### config.mk
export PLATFORM = sky130hd
export DESIGN_NAME = pipe_stage_elastic
export DESIGN_NICKNAME = d
export VERILOG_FILES = /design/src/rtl/pipe_stage_elastic.sv
export SDC_FILE = /design/constraint.sdc
export NUM_CORES = 1
export LEC_CHECK = 0
export ABC_AREA = 1
export BUFFER_PORTS_ARGS = -buffer_cell sky130_fd_sc_hd__buf_2
export CORE_MARGIN = 2
export CORE_UTILIZATION = 49
export CTS_CLUSTER_SIZE = 25
export DETAILED_ROUTE_END_ITERATION = 8
export HOLD_SLACK_MARGIN = 0.12
export PLACE_DENSITY = 0.82
export SETUP_SLACK_MARGIN = 0.5
export SKIP_CTS_REPAIR_TIMING = 1
export SYNTH_ARGS = -nofsm -noshare
export SYNTH_HDL_FRONTEND = slang
export SYNTH_SLANG_ARGS = --single-unit
### constraint.sdc
create_clock -name clk -period 2.2 [get_ports clk]
set_input_delay 0 -clock clk [delete_from_list [all_inputs] [get_ports clk]]
set_output_delay 0 -clock clk [all_outputs]
set_load 0.005 [all_outputs]
### src/rtl/pipe_stage_elastic.sv
// Elastic pipeline stage register: valid/ready handshake with a 2-entry skid buffer,
// synchronous flush and a saturating stall-cycle counter for performance debug.
module pipe_stage_elastic #(
   parameter int unsigned DATA_W        = 32,
   parameter bit          ZERO_ON_FLUSH = 1'b1,
   parameter int unsigned CNT_W         = 16
) (
   input  logic              clk,
   input  logic              rst,
   input  logic              flush,
   input  logic              in_valid,
   output logic              in_ready,
   input  logic [DATA_W-1:0] in_data,
   output logic              out_valid,
   input  logic              out_ready,
   output logic [DATA_W-1:0] out_data,
   output logic [1:0]        occupancy,
   output logic [CNT_W-1:0]  stall_cnt,
   input  logic              stall_clr
);

   // Encoding equals the entry count, so occupancy is the state register itself.
   localparam logic [1:0] StEmpty = 2'd0;
   localparam logic [1:0] StOne   = 2'd1;
   localparam logic [1:0] StTwo   = 2'd2;

   logic [1:0]        state_q, state_d;
   logic [DATA_W-1:0] main_q, main_d;
   logic [DATA_W-1:0] skid_q, skid_d;
   logic [CNT_W-1:0]  stall_cnt_q, stall_cnt_d;
   logic              in_fire, out_fire;

   assign in_ready  = (state_q != StTwo);
   assign out_valid = (state_q != StEmpty);
   assign occupancy = state_q;
   assign out_data  = main_q;
   assign stall_cnt = stall_cnt_q;

   assign in_fire  = in_valid & in_ready;
   assign out_fire = out_valid & out_ready;

   always_comb begin
      state_d = state_q;
      main_d  = main_q;
      skid_d  = skid_q;
      if (flush) begin
         // Flush wins over any handshake; an accepted beat this cycle is dropped.
         state_d = StEmpty;
         if (ZERO_ON_FLUSH) begin
            main_d = '0;
            skid_d = '0;
         end
      end else begin
         case (state_q)
            StEmpty: begin
               if (in_fire) begin
                  state_d = StOne;
                  main_d  = in_data;
               end
            end
            StOne: begin
               if (in_fire && out_fire) begin
                  main_d = in_data;
               end else if (in_fire) begin
                  state_d = StTwo;
                  skid_d  = in_data;
               end else if (out_fire) begin
                  state_d = StEmpty;
               end
            end
            StTwo: begin
               if (out_fire) begin
                  state_d = StOne;
                  main_d  = skid_q;
               end
            end
            default: state_d = StEmpty;
         endcase
      end
   end

   always_comb begin
      stall_cnt_d = stall_cnt_q;
      if (stall_clr) begin
         stall_cnt_d = '0;
      end else if (out_valid && !out_ready && (stall_cnt_q != {CNT_W{1'b1}})) begin
         stall_cnt_d = stall_cnt_q + {{(CNT_W-1){1'b0}}, 1'b1};
      end
   end

   always_ff @(posedge clk or posedge rst) begin
      if (rst) begin
         state_q     <= StEmpty;
         main_q      <= '0;
         skid_q      <= '0;
         stall_cnt_q <= '0;
      end else begin
         state_q     <= state_d;
         main_q      <= main_d;
         skid_q      <= skid_d;
         stall_cnt_q <= stall_cnt_d;
      end
   end

endmodule

-- Word-level counts from Yosys, hierarchy flattened
Index checks and enable logic that the tools add are counted.
- register bits: 82
- word-level logic and storage cells: 47
- input bits: 38
- output and inout bits: 52
- bitwise logic cells: 2
- reduce and logical (&&, ||, !) cells: 13
- muxes and demuxes: 17
- equal/unequal tests: 10
- $add $sub $neg: 1
- operators by type and width (operator ; number):
    2-to-1 mux 32 bit ; 7
    one-hot mux 32 bit (3 select lines) ; 1
    2-to-1 mux 16 bit ; 2
    adder 16 x 1 -> 16 bit, second input constant ; 1
    != test 16 bit, second input constant ; 1
    2-to-1 mux 2 bit ; 6
    != test 3 bit, second input constant ; 4
    AND reduction 4 bit ; 2
    nonzero test 2 bit ; 4
    one-hot mux 2 bit (3 select lines) ; 1
    != test 2 bit, second input constant ; 2
    != test 4 bit, second input constant ; 1
    nonzero test 4 bit ; 1
    logical AND 1 bit ; 3
    AND reduction 3 bit ; 1
    bitwise AND 1 bit ; 2
    equality test 2 x 1 -> 1 bit, second input constant ; 1
    equality test 2 bit, second input constant ; 1
    logical NOT 2 bit ; 1
    logical NOT 1 bit ; 1

-- Depth between registers and ports, before layout
Gate-level depths: netlist of run 1.
- depth in word-level cells: 7
- depth in mapped cells: 10
- depth with buffers taken out: 10

-- Least setup slack after synthesis of run 1
No wires, ideal clock.
- kind: reg-to-reg
- start point: register stall_cnt_q[0] (netlist: stall_cnt[0])
- end point: register stall_cnt_q[4] (netlist: stall_cnt[4])
- arrival time: 1.387 ns
- cell stages (with the launch flop): 10
- setup time: 0.083 ns
- path buffers: 1
- required time: 2.117 ns
- slack: 0.730 ns
- period minus slack after synthesis: 1.470 ns
- cells stage by stage: dfrtp_1 -> ha_1 -> nand2_1 -> nor2_2 -> nand2_2 -> nor2_1 -> nor2_1 -> buf_4 -> nand3_1 -> o21ai_0
- cells in the longest elaborated chain, start to end: 3
- elaborated cells on any way between the ends: 6
- those cells by class: add/sub (1); eq/ne (1); mux (2); reduce/logical (2)
- ends and longest elaborated chain (element ; RTL line ; text):
    start, declared ; 30 ; logic [CNT_W-1:0] stall_cnt_q, stall_cnt_d;
    start signal, assigned ; 101 ; stall_cnt_q <= stall_cnt_d;
    adder 16 x 1 -> 16 bit or != test 16 bit (tied branches) ; 87, 86 ;
    2-to-1 mux 16 bit or logical AND 1 bit (tied branches) ; 86 ; end else if (out_valid && !out_ready && (stall_cnt_q != {CNT_W{1'b1}})) begin
    2-to-1 mux 16 bit or nonzero test 2 bit (tied branches) ; n/a ;
Parallel ways exist; a longest one is shown, timed or not. The select of a mux whose other input is x is not followed.
A chain may end at the register's enable or synchronous reset.

-- Worst setup path in the final report of run 1
- start point: register stall_cnt_q[0] (netlist: stall_cnt[0])
- end point: register stall_cnt_q[14] (netlist: stall_cnt[14])
The elaborated chain is that of the path after synthesis.

==> results by group, run 1 <==
Pwr
  • Net switching power: 1.12 mW
  • Switching share of power: 0.288
  • Part of the total power dissipated in the clock network: 0.336
  • Cell-internal power: 2.77 mW
  • Worst ir drop on vdd: 0.605 mV
  • Power share of the combinational group: 0.211
  • Relative contribution of sequential cells to total power: 0.453
  • Static Leakage: 2.79 nW
  • Power per standard cell area: 722 nW/um^2
  • Power Total: 3.89 mW

Synthesis
  • Xor-xnor portion of the synthesized cell area: 0.00852
  • Post-synthesis instance area: 4110 sq um
  • Syn Area/Cell: 8.23 sq um
  • Area share of the largest cell type after synthesis: 0.499
  • Simple logic cell fraction of the synthesized area: 0.224
  • Syn_nets: 539
  • Count of warnings emitted by yosys: 0
  • Number of distinct standard cells referenced by the synthesized netlist: 25
  • Dominant combinational cell family by area after synthesis: simple AND/OR/NAND/NOR gates
  • Sequential element share of the synthesized area: 0.499
  • Most numerous cell in the Yosys netlist: sky130_fd_sc_hd__nand2_1
  • Share of cell area taken by muxes after synthesis: 0
  • Post-synthesis instance total: 500
  • Most frequent cells after synthesis: sky130_fd_sc_hd__nand2_1 (168), sky130_fd_sc_hd__dfrtp_1 (82), sky130_fd_sc_hd__inv_1 (54), sky130_fd_sc_hd__o21ai_0 (37)
  • Cell type with the highest aggregate area in the netlist: sky130_fd_sc_hd__dfrtp_1
  • Cells taking the most area after synthesis: sky130_fd_sc_hd__dfrtp_1 (50%), sky130_fd_sc_hd__nand2_1 (15%), sky130_fd_sc_hd__o21ai_2 (6.8%)
  • Number of flops mapped to enable cells by yosys: 0
  • Share of the synthesized area in compound gates (AO/OA/AOI/OAI): 0.176
  • Most used flip-flop cell after synthesis: sky130_fd_sc_hd__dfrtp_1
  • Area share of fa/ha/maj cells after synthesis: 0.00304
  • Proportion of synthesized flip-flops having asynchronous set or reset: 1.00
  • Seq cells post-synth: 82

Global routing
  • Global-route wire length before repair: 15300 microns
  • Number of antenna violations at the first check in global routing: 0
  • Maximum number of pins on one net before global-route repair: 83
  • Via count of the first global-routing pass: 3283
  • Global route overflow: 0
  • Overall Global Routing Usage: 0.215

Worst hold path
  • End point of the most critical hold path: stall_cnt[15]
  • Classification of the worst-slack hold path: input port to flip-flop
  • Launch instance of the worst min-delay path: out_ready
  • Worst hold path stage count: 4

Floorplan
  • Effective utilization at floorplan: 0.503
  • Std-Cell Rows: 33
  • Core footprint: 8180 sq um
  • Count of pins on the block boundary: 90
  • Die Ht: 95.6 microns
  • Die outline area: 9140 sq um
  • Die width: 95.6 microns

Timing
  • Post-route setup TNS: 0 ns
  • Slew at the pin closest to its max-slew limit: 0.487 ns
  • Setup Skew: 0.00992 ns
  • Unrepaired setup endpoints after global routing: true
  • Max Fclk: 598 MHz
  • Time the final worst path needs with I/O delays and setup: 1.67 ns
  • Worst slew slack as a fraction of its limit: 0.675
  • Tcrit/Tclk final: 0.760
  • Final hold violation count: 0
  • Final worst setup slack: 0.527 ns
  • Total count of max-transition violations in the final report: 0
  • Number of failing setup endpoints in the final timing report: 0

Final layout
  • Fill cells: 665
  • Proportion of layout cells with a drive suffix above 1: 0.267
  • Area added between synthesis and finish: 30.9%
  • End-of-flow core utilization: 0.658
  • Diode count: 0
  • NumNets Final: 668

Outcome
  • Failing checks: DRC
  • Result of the run: finished, violations left

Run
  • Number of max-capacitance violations reported: 0

Clocking
  • CTS clk-pin slew, worst paths: 0.09 ns
  • Worst-case clock buffer depth: 2
  • CTS tree: yes
  • CTS H-Tree Depth: 3
  • Clock sink count: 82
  • Cell at the root of the clock tree: sky130_fd_sc_hd__clkbuf_8
  • TritonCTS Buffers: 9
  • Insertion delay to the later sink of the worst-skew pair: 0.35 ns

Placement
  • Setup Slack @ Placement: 0.373 ns
  • Final weighted congestion in routability-driven placement: 0.926
  • Number of buffer cells added on primary ports: 89
  • Estimated wirelength of the detail-placed design: 6590 microns

Worst setup path
  • Peak fanout along the critical path: 8
  • Register-to-register path setup slack: 0.53 ns
  • Startpoint of the most critical register-to-register path: stall_cnt[0]
  • Required time worst endpoint: 2.49 ns
  • Worst flop-to-flop path endpoint: stall_cnt[14]
  • Cells on worst reg2reg path: 9
  • Setup crit start kind: flip-flop
  • Crit Path Category: flip-flop to flip-flop
  • Element type at the critical path end: flip-flop
  • Worst endpoint data arrival time: 1.96 ns

Routing
  • ANT nets after route: 0
  • Amount of wire on met2 after detailed routing: 5260 microns
  • Iteration count of the initial detailed-routing pass: 8
  • WL met1: 4380 microns
  • Detailed-route wire length: 10500 microns
  • Iteration-0 DRC count of the detailed router: 351
  • Average detailed-routed wire length per instance: 14.3 microns
  • DR top layer: met4
  • DRC violation count after routing: 1
  • Total length of routed met3 wires: 687 microns
  • Via density per instance: 5.28
  • Overall via count from detail_route: 3903
-- stage by stage --
step / std cells / hold slack [ns] / cell area, sq um
after CTS: 695 / -0.223 / 4870
after floorplan: 500 / 0.155 / 4120
after detailed placement: 679 / 0.156 / 4640
after global routing: 739 / 0.163 / 5380
after global placement: 679 / 0.154 / 4640
final: 739 / 0.161 / 5380
-- per-layer routing --
metal  GRT usage  up-vias
li1            -     1871
met1       0.289     1847
met2       0.349      155
met3      0.0435       30
met4      0.0690        0
met5           0        -
-- how the worst max path moves through the flow --
stage	startpoint	endpoint	slack [ns]
2_1_floorplan	stall_cnt[0]	stall_cnt[4]	0.73
3_3_place_gp	stall_cnt[1]	stall_cnt[11]	0.46
3_5_place_dp	stall_cnt[0]	stall_cnt[14]	0.37
4_1_cts	stall_cnt[0]	stall_cnt[14]	0.32
5_1_grt	stall_cnt[1]	stall_cnt[14]	0.44
6_report	stall_cnt[0]	stall_cnt[14]	0.53
-- power by group through the flow --
stage,clock (mW),sequential (mW),combinational [mW]
2_1_floorplan,0,1.78,0.458
3_3_place_gp,0,1.77,0.685
3_5_place_dp,0,1.78,0.703
4_1_cts,1.32,1.75,0.706
5_1_grt,1.38,1.78,0.900
6_report,1.30,1.76,0.821
-- cell type report --
class                   instances  area (sq um)  area share
clock inverters                 5           103      0.0191
well taps                     105           131      0.0244
inverters                      56           214      0.0397
multi-input cells             338          1760       0.327
flip-flops and latches         82          2050       0.381
clock buffers                  11           131      0.0244
repair buffers                142           990       0.184
-- state kept, by name, indices dropped and copies added, names as in the netlist --
signal / flops
occupancy: 2
out_data: 32
skid_q: 32
stall_cnt: 16
-- worst max-delay path, stage by stage, from the launching register on --
cell	delay, ns
sky130_fd_sc_hd__dfrtp_1	0.44
sky130_fd_sc_hd__ha_4	0.20
sky130_fd_sc_hd__nand2_1	0.14
sky130_fd_sc_hd__nor2_4	0.06
sky130_fd_sc_hd__nand2_2	0.11
sky130_fd_sc_hd__nor2_4	0.05
sky130_fd_sc_hd__nor2_4	0.23
sky130_fd_sc_hd__buf_4	0.20
sky130_fd_sc_hd__nand4_1	0.07
sky130_fd_sc_hd__nand2_1	0.09
-- kinds of logic after synthesis --
logic type                 after synthesis
and+or+nand+nor                        228
AOI/OAI and AO/OA                      104
DFF                                     82
buffers and inverters                   81
xor gates and xnor gates                 4
adders and majority gates                1
-- cell usage in the layout (no fill, tap or decap), types with 11 or more instances in the layout --
cell type / instances
sky130_fd_sc_hd__o211ai_1: 32
sky130_fd_sc_hd__inv_1: 52
sky130_fd_sc_hd__dlygate4sd3_1: 37
sky130_fd_sc_hd__nand2_1: 166
sky130_fd_sc_hd__buf_4: 11
sky130_fd_sc_hd__dfrtp_1: 81
sky130_fd_sc_hd__nand3_1: 16
sky130_fd_sc_hd__buf_2: 89
sky130_fd_sc_hd__o21ai_0: 36
sky130_fd_sc_hd__nor2_1: 26
sky130_fd_sc_hd__o21ai_2: 32
Note: power is estimated with default switching activity, not from simulation.
==> inputs of run 2 (changes only) <==
Settings changed: ABC_AREA 1 to 0.
Clock period 2.2 ns to 1.3 ns, I/O delays scaled along.
==> run 2 against run 1 <==
The flow finishes with violations (hold timing, setup timing). Utilization up 16 points. Non-clock buffer count grew 66. Power increased by 46%. Worst hold slack got worse by 0.51 ns. Register-to-register slack lost 0.96 ns. Clock skew grew 0.0052 ns. Largest cell class is now multi-input gates.
==> results by group, run 2 <==
Clocking
  • TritonCTS Buffers: 9 (unchanged)
  • Insertion delay to the later sink of the worst-skew pair: 0.36 ns (was 0.35 ns)
  • Clock sink count: 82 (unchanged)
  • CTS tree: yes (unchanged)
  • Worst-case clock buffer depth: 2 (unchanged)
  • Cell at the root of the clock tree: sky130_fd_sc_hd__clkbuf_8 (unchanged)
  • CTS clk-pin slew, worst paths: 0.10 ns (was 0.09 ns)
  • CTS H-Tree Depth: 3 (unchanged)

Timing
  • Post-route setup TNS: -29.32 ns (was 0 ns)
  • Slew at the pin closest to its max-slew limit: 0.543 ns (was 0.487 ns)
  • Worst slew slack as a fraction of its limit: 0.638 (was 0.675)
  • Time the final worst path needs with I/O delays and setup: 1.73 ns (was 1.67 ns)
  • Total count of max-transition violations in the final report: 0 (unchanged)
  • Final hold violation count: 22 (was 0)
  • Max Fclk: 577 MHz (was 598 MHz)
  • Unrepaired setup endpoints after global routing: true (unchanged)
  • Tcrit/Tclk final: 1.33 (was 0.760)
  • Setup Skew: 0.0151 ns (was 0.00992 ns)
  • Final hold slack: -0.346 ns (was 0.161 ns)
  • Number of failing setup endpoints in the final timing report: 82 (was 0)
  • Final worst setup slack: -0.434 ns (was 0.527 ns)

Placement
  • # placed instances: 613 (was 679)
  • Final weighted congestion in routability-driven placement: 0.908 (was 0.926)
  • Number of buffer cells added on primary ports: 89 (unchanged)
  • Instance area after placement: 4870 sq um (was 4640 sq um)
  • Estimated wirelength of the detail-placed design: 6950 microns (was 6590 microns)

Synthesis
  • Cells taking the most area after synthesis: sky130_fd_sc_hd__dfrtp_1 (51%), sky130_fd_sc_hd__nand2_1 (9.6%), sky130_fd_sc_hd__mux2i_1 (8.3%) (was sky130_fd_sc_hd__dfrtp_1 (50%), sky130_fd_sc_hd__nand2_1 (15%), sky130_fd_sc_hd__o21ai_2 (6.8%))
  • Syn Area/Cell: 9.99 sq um (was 8.23 sq um)
  • Proportion of synthesized flip-flops having asynchronous set or reset: 1.00 (unchanged)
  • Sequential element share of the synthesized area: 0.515 (was 0.499)
  • Cell type with the highest aggregate area in the netlist: sky130_fd_sc_hd__dfrtp_1 (unchanged)
  • Most used flip-flop cell after synthesis: sky130_fd_sc_hd__dfrtp_1 (unchanged)
  • Most numerous cell in the Yosys netlist: sky130_fd_sc_hd__nand2_1 (unchanged)
  • Area share of the largest cell type after synthesis: 0.515 (was 0.499)
  • Post-synthesis instance total: 399 (was 500)
  • Count of warnings emitted by yosys: 0 (unchanged)
  • Number of distinct standard cells referenced by the synthesized netlist: 38 (was 25)
  • Most frequent cells after synthesis: sky130_fd_sc_hd__nand2_1 (102), sky130_fd_sc_hd__dfrtp_1 (82), sky130_fd_sc_hd__a21oi_1 (46), sky130_fd_sc_hd__o31ai_1 (37), sky130_fd_sc_hd__mux2i_1 (33) (was sky130_fd_sc_hd__nand2_1 (168), sky130_fd_sc_hd__dfrtp_1 (82), sky130_fd_sc_hd__inv_1 (54), sky130_fd_sc_hd__o21ai_0 (37))
  • Syn_nets: 438 (was 539)
  • Post-synthesis instance area: 3990 sq um (was 4110 sq um)
  • Seq cells post-synth: 82 (unchanged)
  • Number of flops mapped to enable cells by yosys: 0 (unchanged)

Final layout
  • Fill cells: 434 (was 665)
  • Most frequent cells in the layout: sky130_fd_sc_hd__dfrtp_1 (80), sky130_fd_sc_hd__buf_2 (75), sky130_fd_sc_hd__nand2_1 (74) (was sky130_fd_sc_hd__nand2_1 (166), sky130_fd_sc_hd__buf_2 (89), sky130_fd_sc_hd__dfrtp_1 (81))
  • Total area of sequential cells: 2050 sq um (about the same)
  • Diode count: 0 (unchanged)
  • NumNets Final: 630 (was 668)
  • Summed area of non-filler cells in the final layout: 6380 sq um (was 5380 sq um)
  • Most frequent standard cell in the layout excluding fill and tap cells: sky130_fd_sc_hd__dfrtp_1 (was sky130_fd_sc_hd__nand2_1)
  • Multi-input gate area: 2200 sq um (was 1760 sq um)
  • Proportion of layout cells with a drive suffix above 1: 0.500 (was 0.267)
  • End-of-flow core utilization: 0.817 (was 0.658)
  • Area added between synthesis and finish: 60.0% (was 30.9%)
  • Non-Filler Instances: 698 (was 739)

Run
  • Number of max-capacitance violations reported: 0 (unchanged)

Worst setup path
  • Peak fanout along the critical path: 16 (was 8)
  • Required time worst endpoint: 1.54 ns (was 2.49 ns)
  • Critical path's largest stage delay: 0.48 ns (was 0.44 ns)
  • Setup crit start kind: flip-flop (unchanged)
  • Element type at the critical path end: flip-flop (unchanged)
  • Cell type of the slowest stage on the worst timing path: sky130_fd_sc_hd__dfrtp_2 (was sky130_fd_sc_hd__dfrtp_1)
  • Crit Path Category: flip-flop to flip-flop (unchanged)
  • Worst endpoint data arrival time: 1.98 ns (was 1.96 ns)
  • CP Cell Sequence: mux2_4 > a221oi_4 > buf_4 > buf_12 > nand2_1 > o31ai_1 (was ha_4 > nand2_1 > nor2_4 > nand2_2 > nor2_4 > nor2_4 > buf_4 > nand4_1 > nand2_1)

Global routing
  • Maximum number of pins on one net before global-route repair: 43 (was 83)
  • Number of antenna violations at the first check in global routing: 0 (unchanged)
  • Via count of the first global-routing pass: 3387 (was 3283)
  • Global route overflow: 0 (unchanged)
  • Overall Global Routing Usage: 0.232 (was 0.215)
  • Global-route wire length before repair: 16100 microns (was 15300 microns)

Outcome
  • Failing checks: hold timing, setup timing (was DRC)
  • Result of the run: finished, violations left (unchanged)

Floorplan
  • Die Ht: 94.2 microns (was 95.6 microns)
  • Die outline area: 8870 sq um (was 9140 sq um)
  • Std-Cell Rows: 32 (was 33)
  • Core footprint: 7810 sq um (was 8180 sq um)
  • Count of pins on the block boundary: 90 (unchanged)
  • Effective utilization at floorplan: 0.511 (was 0.503)
  • Die width: 94.2 microns (was 95.6 microns)

Routing
  • ANT nets after route: 0 (unchanged)
  • Via density per instance: 5.71 (was 5.28)
  • Average detailed-routed wire length per instance: 19.0 microns (was 14.3 microns)
  • Iteration-0 DRC count of the detailed router: 206 (was 351)
  • Iteration count of the initial detailed-routing pass: 5 (was 8)
  • Detailed-route wire length: 13300 microns (was 10500 microns)
  • Overall via count from detail_route: 3988 (was 3903)
  • DRC violation count after routing: 0 (was 1)

Pwr
  • Power Total: 5.66 mW (was 3.89 mW)
  • Static Leakage: 3.16 nW (was 2.79 nW)
  • Power per standard cell area: 888 nW/um^2 (was 722 nW/um^2)
  • Worst ir drop on vdd: 0.847 mV (was 0.605 mV)

Worst hold path
  • Classification of the worst-slack hold path: input port to async pin (was input port to flip-flop)
-- run 2: cell types whose count changed after synthesis, moves of 6 or more --
| cell | delta |
|---|---|
| sky130_fd_sc_hd__inv_1 | -50 |
| sky130_fd_sc_hd__a21oi_1 | +45 |
| sky130_fd_sc_hd__o211ai_1 | -32 |
| sky130_fd_sc_hd__mux2i_1 | +33 |
| sky130_fd_sc_hd__o21ai_2 | -32 |
| sky130_fd_sc_hd__nor2b_1 | +7 |
| sky130_fd_sc_hd__nand3_1 | -11 |
| sky130_fd_sc_hd__mux2_2 | +6 |
| sky130_fd_sc_hd__o21ai_0 | -34 |
| sky130_fd_sc_hd__o31ai_1 | +37 |
| sky130_fd_sc_hd__nor2_1 | -20 |
| sky130_fd_sc_hd__nand2_1 | -66 |
-- run 2: critical path: cells and delay by family, from the launching register on --
kind	cells	cell delay [ns]
compound gates	2	0.37
buf+inv	2	0.35
flops	1	0.48
simple gates	1	0.07
mux	1	0.35
-- run 2: where the power goes --
| group | total, mW | leakage (nW) | switching [mW] | internal, mW |
|---|---|---|---|---|
| registers | 2.74 | 1.11 | 0.0755 | 2.67 |
| logic | 0.991 | 1.97 | 0.511 | 0.480 |
| clock network | 1.93 | 0.0881 | 1.03 | 0.897 |
| total | 5.66 | 3.16 | 1.62 | 4.05 |
-- run 2: cells by family (layout without fill, tap and decap cells) --
kind of cell               after synthesis  in the layout  share of synthesized area
buffers and inverters                   31            228                     0.0465
AOI/OAI and AO/OA                       91             91                      0.146
adders and majority gates                1              1                    0.00314
muxes                                   40             40                      0.104
and+or+nand+nor                        154            154                      0.186
DFF                                     82             82                      0.515
-- run 2: worst paths after layout --
kind	endpoint	cells after the start	slack [ns]	from
max in group asynchronous	out_data[22]	3	1.11	rst
worst max register to register	out_data[9]	6	-0.43	occupancy[1]
worst max-delay path	out_data[9]	6	-0.43	occupancy[1]
worst min-delay path	stall_cnt[7]	2	-0.35	rst
min in group clk	stall_cnt[8]	2	0.10	stall_clr
worst min register to register	out_data[25]	2	0.48	out_data[25]
-- run 2: final cells by class --
class | count | share of cell area
repair buffers | 208 | 0.278
clock buffers | 9 | 0.0194
flip-flops and latches | 82 | 0.322
well taps | 102 | 0.0200
multi-input cells | 286 | 0.345
clock inverters | 7 | 0.0122
inverters | 4 | 0.00412
-- run 2: per-stage QoR --
stage,setup slack (ns),hold WS (ns)
after floorplan,-0.391,0.0668
after global placement,-0.326,0.0462
after detailed placement,-0.406,0.0524
after CTS,-0.421,-0.332
after global routing,-0.523,-0.321
final,-0.434,-0.346
-- run 2: routing by layer --
layer,routed length (microns),part of all wire,track usage,up-vias
met2,7030,0.53,0.390,163
met1,5170,0.39,0.305,1998
li1,-,-,-,1791
met3,780,0.059,0.0433,36
met4,299,0.023,0.0725,0
met5,0,0,0,-
==> inputs of run 3 (changes only) <==
Settings changed: GPL_TIMING_DRIVEN set to 0.
==> run 3 against run 2 <==
The run still ends with hold timing, setup timing left. Final cell count shrank 1.3%. Critical path depth grew 1. Clock power is essentially flat. Maximum frequency shrank 4.7%. Flip-flop and latch count is the same. First-iteration DRC count grew 16%. Design area shrank 7.4%. Sequential power is essentially flat. Non-clock buffer count shrank 11. Routed wire length shrank 7.1%. Combinational power is essentially flat.
==> results by group, run 3 (synthesized netlist as in run 2, its figures left out) <==
Worst setup path
  • Cell type of the slowest stage on the worst timing path: sky130_fd_sc_hd__or4_1 (was sky130_fd_sc_hd__dfrtp_2)
  • Worst endpoint data arrival time: 2.09 ns (was 1.98 ns)
  • Family with the most delay on the worst path: simple AND/OR/NAND/NOR gates (was flip-flops)
  • Peak fanout along the critical path: 6 (was 16)
  • Crit Path Category: flip-flop to flip-flop (unchanged)
  • Element type at the critical path end: flip-flop (unchanged)
  • Critical path buffers and inverters: 2 (unchanged)
  • Cells on worst reg2reg path: 7 (was 6)
  • Startpoint of the most critical register-to-register path: stall_cnt[1] (was occupancy[1])
  • CP Cell Sequence: ha_4 > nand4_1 > buf_4 > nor4_4 > buf_4 > or4_1 > a21oi_1 (was mux2_4 > a221oi_4 > buf_4 > buf_12 > nand2_1 > o31ai_1)
  • Register-to-register path setup slack: -0.52 ns (was -0.43 ns)
  • Cell depth of the worst setup path: 7 (was 6)
  • Worst flop-to-flop path endpoint: stall_cnt[9] (was out_data[9])
  • Critical path's largest stage delay: 0.46 ns (was 0.48 ns)
  • Setup crit start kind: flip-flop (unchanged)
  • Required time worst endpoint: 1.57 ns (was 1.54 ns)
  • Cell repeated most along the worst path: sky130_fd_sc_hd__buf_4

Final layout
  • Area added between synthesis and finish: 48.1% (was 60.0%)
  • Most frequent cells in the layout: sky130_fd_sc_hd__nand2_1 (91), sky130_fd_sc_hd__buf_2 (89), sky130_fd_sc_hd__dfrtp_1 (75) (was sky130_fd_sc_hd__dfrtp_1 (80), sky130_fd_sc_hd__buf_2 (75), sky130_fd_sc_hd__nand2_1 (74))
  • Non-Filler Instances: 689 (was 698)
  • Most frequent standard cell in the layout excluding fill and tap cells: sky130_fd_sc_hd__nand2_1 (was sky130_fd_sc_hd__dfrtp_1)
  • NumNets Final: 620 (was 630)
  • End-of-flow core utilization: 0.756 (was 0.817)
  • Proportion of layout cells with a drive suffix above 1: 0.408 (was 0.500)
  • Fill cells: 513 (was 434)

Pwr
  • Power per standard cell area: 956 nW/um^2 (was 888 nW/um^2)
  • Worst ir drop on vdd: 0.868 mV (was 0.847 mV)
  • Static Leakage: 2.89 nW (was 3.16 nW)
  • Power Total: 5.65 mW (was 5.66 mW)

Floorplan
  • Count of pins on the block boundary: 90 (unchanged)
  • Die width: 94.2 microns (unchanged)
  • Core footprint: 7810 sq um (unchanged)
  • Std-Cell Rows: 32 (unchanged)
  • Die outline area: 8870 sq um (unchanged)
  • Effective utilization at floorplan: 0.511 (unchanged)
  • Die Ht: 94.2 microns (unchanged)

Outcome
  • Failing checks: hold timing, setup timing (unchanged)
  • Result of the run: finished, violations left (unchanged)

Routing
  • Detailed-route wire length: 12300 microns (was 13300 microns)
  • Average detailed-routed wire length per instance: 17.9 microns (was 19.0 microns)
  • Iteration-0 DRC count of the detailed router: 238 (was 206)
  • Via density per instance: 5.59 (was 5.71)
  • Iteration count of the initial detailed-routing pass: 5 (unchanged)
  • ANT nets after route: 0 (unchanged)
  • DRC violation count after routing: 0 (unchanged)
  • Overall via count from detail_route: 3851 (was 3988)

Timing
  • Worst slew slack as a fraction of its limit: 0.545 (was 0.638)
  • Total count of max-transition violations in the final report: 0 (unchanged)
  • Max Fclk: 550 MHz (was 577 MHz)
  • Final hold slack: -0.317 ns (was -0.346 ns)
  • Tcrit/Tclk final: 1.40 (was 1.33)
  • Slew at the pin closest to its max-slew limit: 0.682 ns (was 0.543 ns)
  • Post-route setup TNS: -32.50 ns (was -29.32 ns)
  • Setup Skew: 0.00823 ns (was 0.0151 ns)
  • Final worst setup slack: -0.519 ns (was -0.434 ns)
  • Number of failing setup endpoints in the final timing report: 81 (was 82)
  • Time the final worst path needs with I/O delays and setup: 1.82 ns (was 1.73 ns)
  • Unrepaired setup endpoints after global routing: true (unchanged)
  • Final hold violation count: 23 (was 22)

Placement
  • Estimated wirelength of the detail-placed design: 6840 microns (was 6950 microns)
  • Final weighted congestion in routability-driven placement: 0.809 (was 0.908)
  • # placed instances: 592 (was 613)
  • Number of buffer cells added on primary ports: 89 (unchanged)

Global routing
  • Maximum number of pins on one net before global-route repair: 32 (was 43)
  • Overall Global Routing Usage: 0.229 (was 0.232)
  • Global-route wire length before repair: 15700 microns (was 16100 microns)
  • Number of antenna violations at the first check in global routing: 0 (unchanged)
  • Global route overflow: 0 (unchanged)
  • Via count of the first global-routing pass: 3230 (was 3387)

Clocking
  • CTS tree: yes (unchanged)
  • CTS H-Tree Depth: 3 (unchanged)
  • Insertion delay to the later sink of the worst-skew pair: 0.35 ns (was 0.36 ns)
  • CTS clk-pin slew, worst paths: 0.08 ns (was 0.10 ns)
  • TritonCTS Buffers: 9 (unchanged)
  • Worst-case clock buffer depth: 2 (unchanged)
  • Clock sink count: 82 (unchanged)
  • Cell at the root of the clock tree: sky130_fd_sc_hd__clkbuf_8 (unchanged)

Worst hold path
  • Classification of the worst-slack hold path: input port to async pin (unchanged)

Run
  • Number of max-capacitance violations reported: 0 (unchanged)
-- run 3: changes by cell type in the layout (fill, tap and decap cells not counted), moves of 13 or more --
cell                      previous run  this run
sky130_fd_sc_hd__buf_6              39        16
sky130_fd_sc_hd__nand2_1            74        91
sky130_fd_sc_hd__a21oi_1             6        21
sky130_fd_sc_hd__a21oi_2            40        25
sky130_fd_sc_hd__buf_4              48        33
sky130_fd_sc_hd__buf_2              75        89
sky130_fd_sc_hd__nand2_4            14         1
-- run 3: where the power goes --
group	switching (mW)	internal, mW
sequential	0.0782	2.67
clock	0.918	0.991
combinational	0.489	0.504
total	1.49	4.16
-- run 3: through the flow --
stage          worst slack (ns)  cell area, sq um
2_1_floorplan            -0.391              4030
3_3_place_gp             -0.550              4600
3_5_place_dp             -0.594              4640
4_1_cts                  -0.604              4840
5_1_grt                  -0.569              5900
6_report                 -0.519              5910
-- run 3: worst max-delay path by stage --
stage,to,start,slack [ns]
2_1_floorplan,out_data[0],occupancy[1],-0.39
3_3_place_gp,out_data[8],occupancy[1],-0.55
3_5_place_dp,out_data[1],occupancy[1],-0.59
4_1_cts,out_data[21],occupancy[1],-0.60
5_1_grt,stall_cnt[3],stall_cnt[0],-0.57
6_report,stall_cnt[9],stall_cnt[1],-0.52
-- run 3: routing by layer --
layer	track usage	routed length, microns	part of all wire	up-vias
li1	-	-	-	1773
met1	0.300	4860	0.39	1883
met2	0.374	6460	0.52	164
met3	0.0506	713	0.058	31
met4	0.0797	292	0.024	0
met5	0	0	0	-
-- run 3: worst reg2reg max path, stage by stage (launching register included) --
cell,delay (ns)
sky130_fd_sc_hd__dfrtp_1,0.42
sky130_fd_sc_hd__ha_4,0.18
sky130_fd_sc_hd__nand4_1,0.16
sky130_fd_sc_hd__buf_4,0.16
sky130_fd_sc_hd__nor4_4,0.05
sky130_fd_sc_hd__buf_4,0.16
sky130_fd_sc_hd__or4_1,0.46
sky130_fd_sc_hd__a21oi_1,0.15
-- run 3: cell type report --
type	instances	area, sq um	area share
diodes	1	2.50	0.000424
plain buffers	27	224	0.0379
clock buffers	12	155	0.0263
clock inverters	4	50.0	0.00847
inverters	4	21.3	0.00360
multi-input cells	287	1960	0.332
flip-flops and latches	82	2060	0.349
well taps	102	128	0.0216
repair buffers	170	1310	0.221
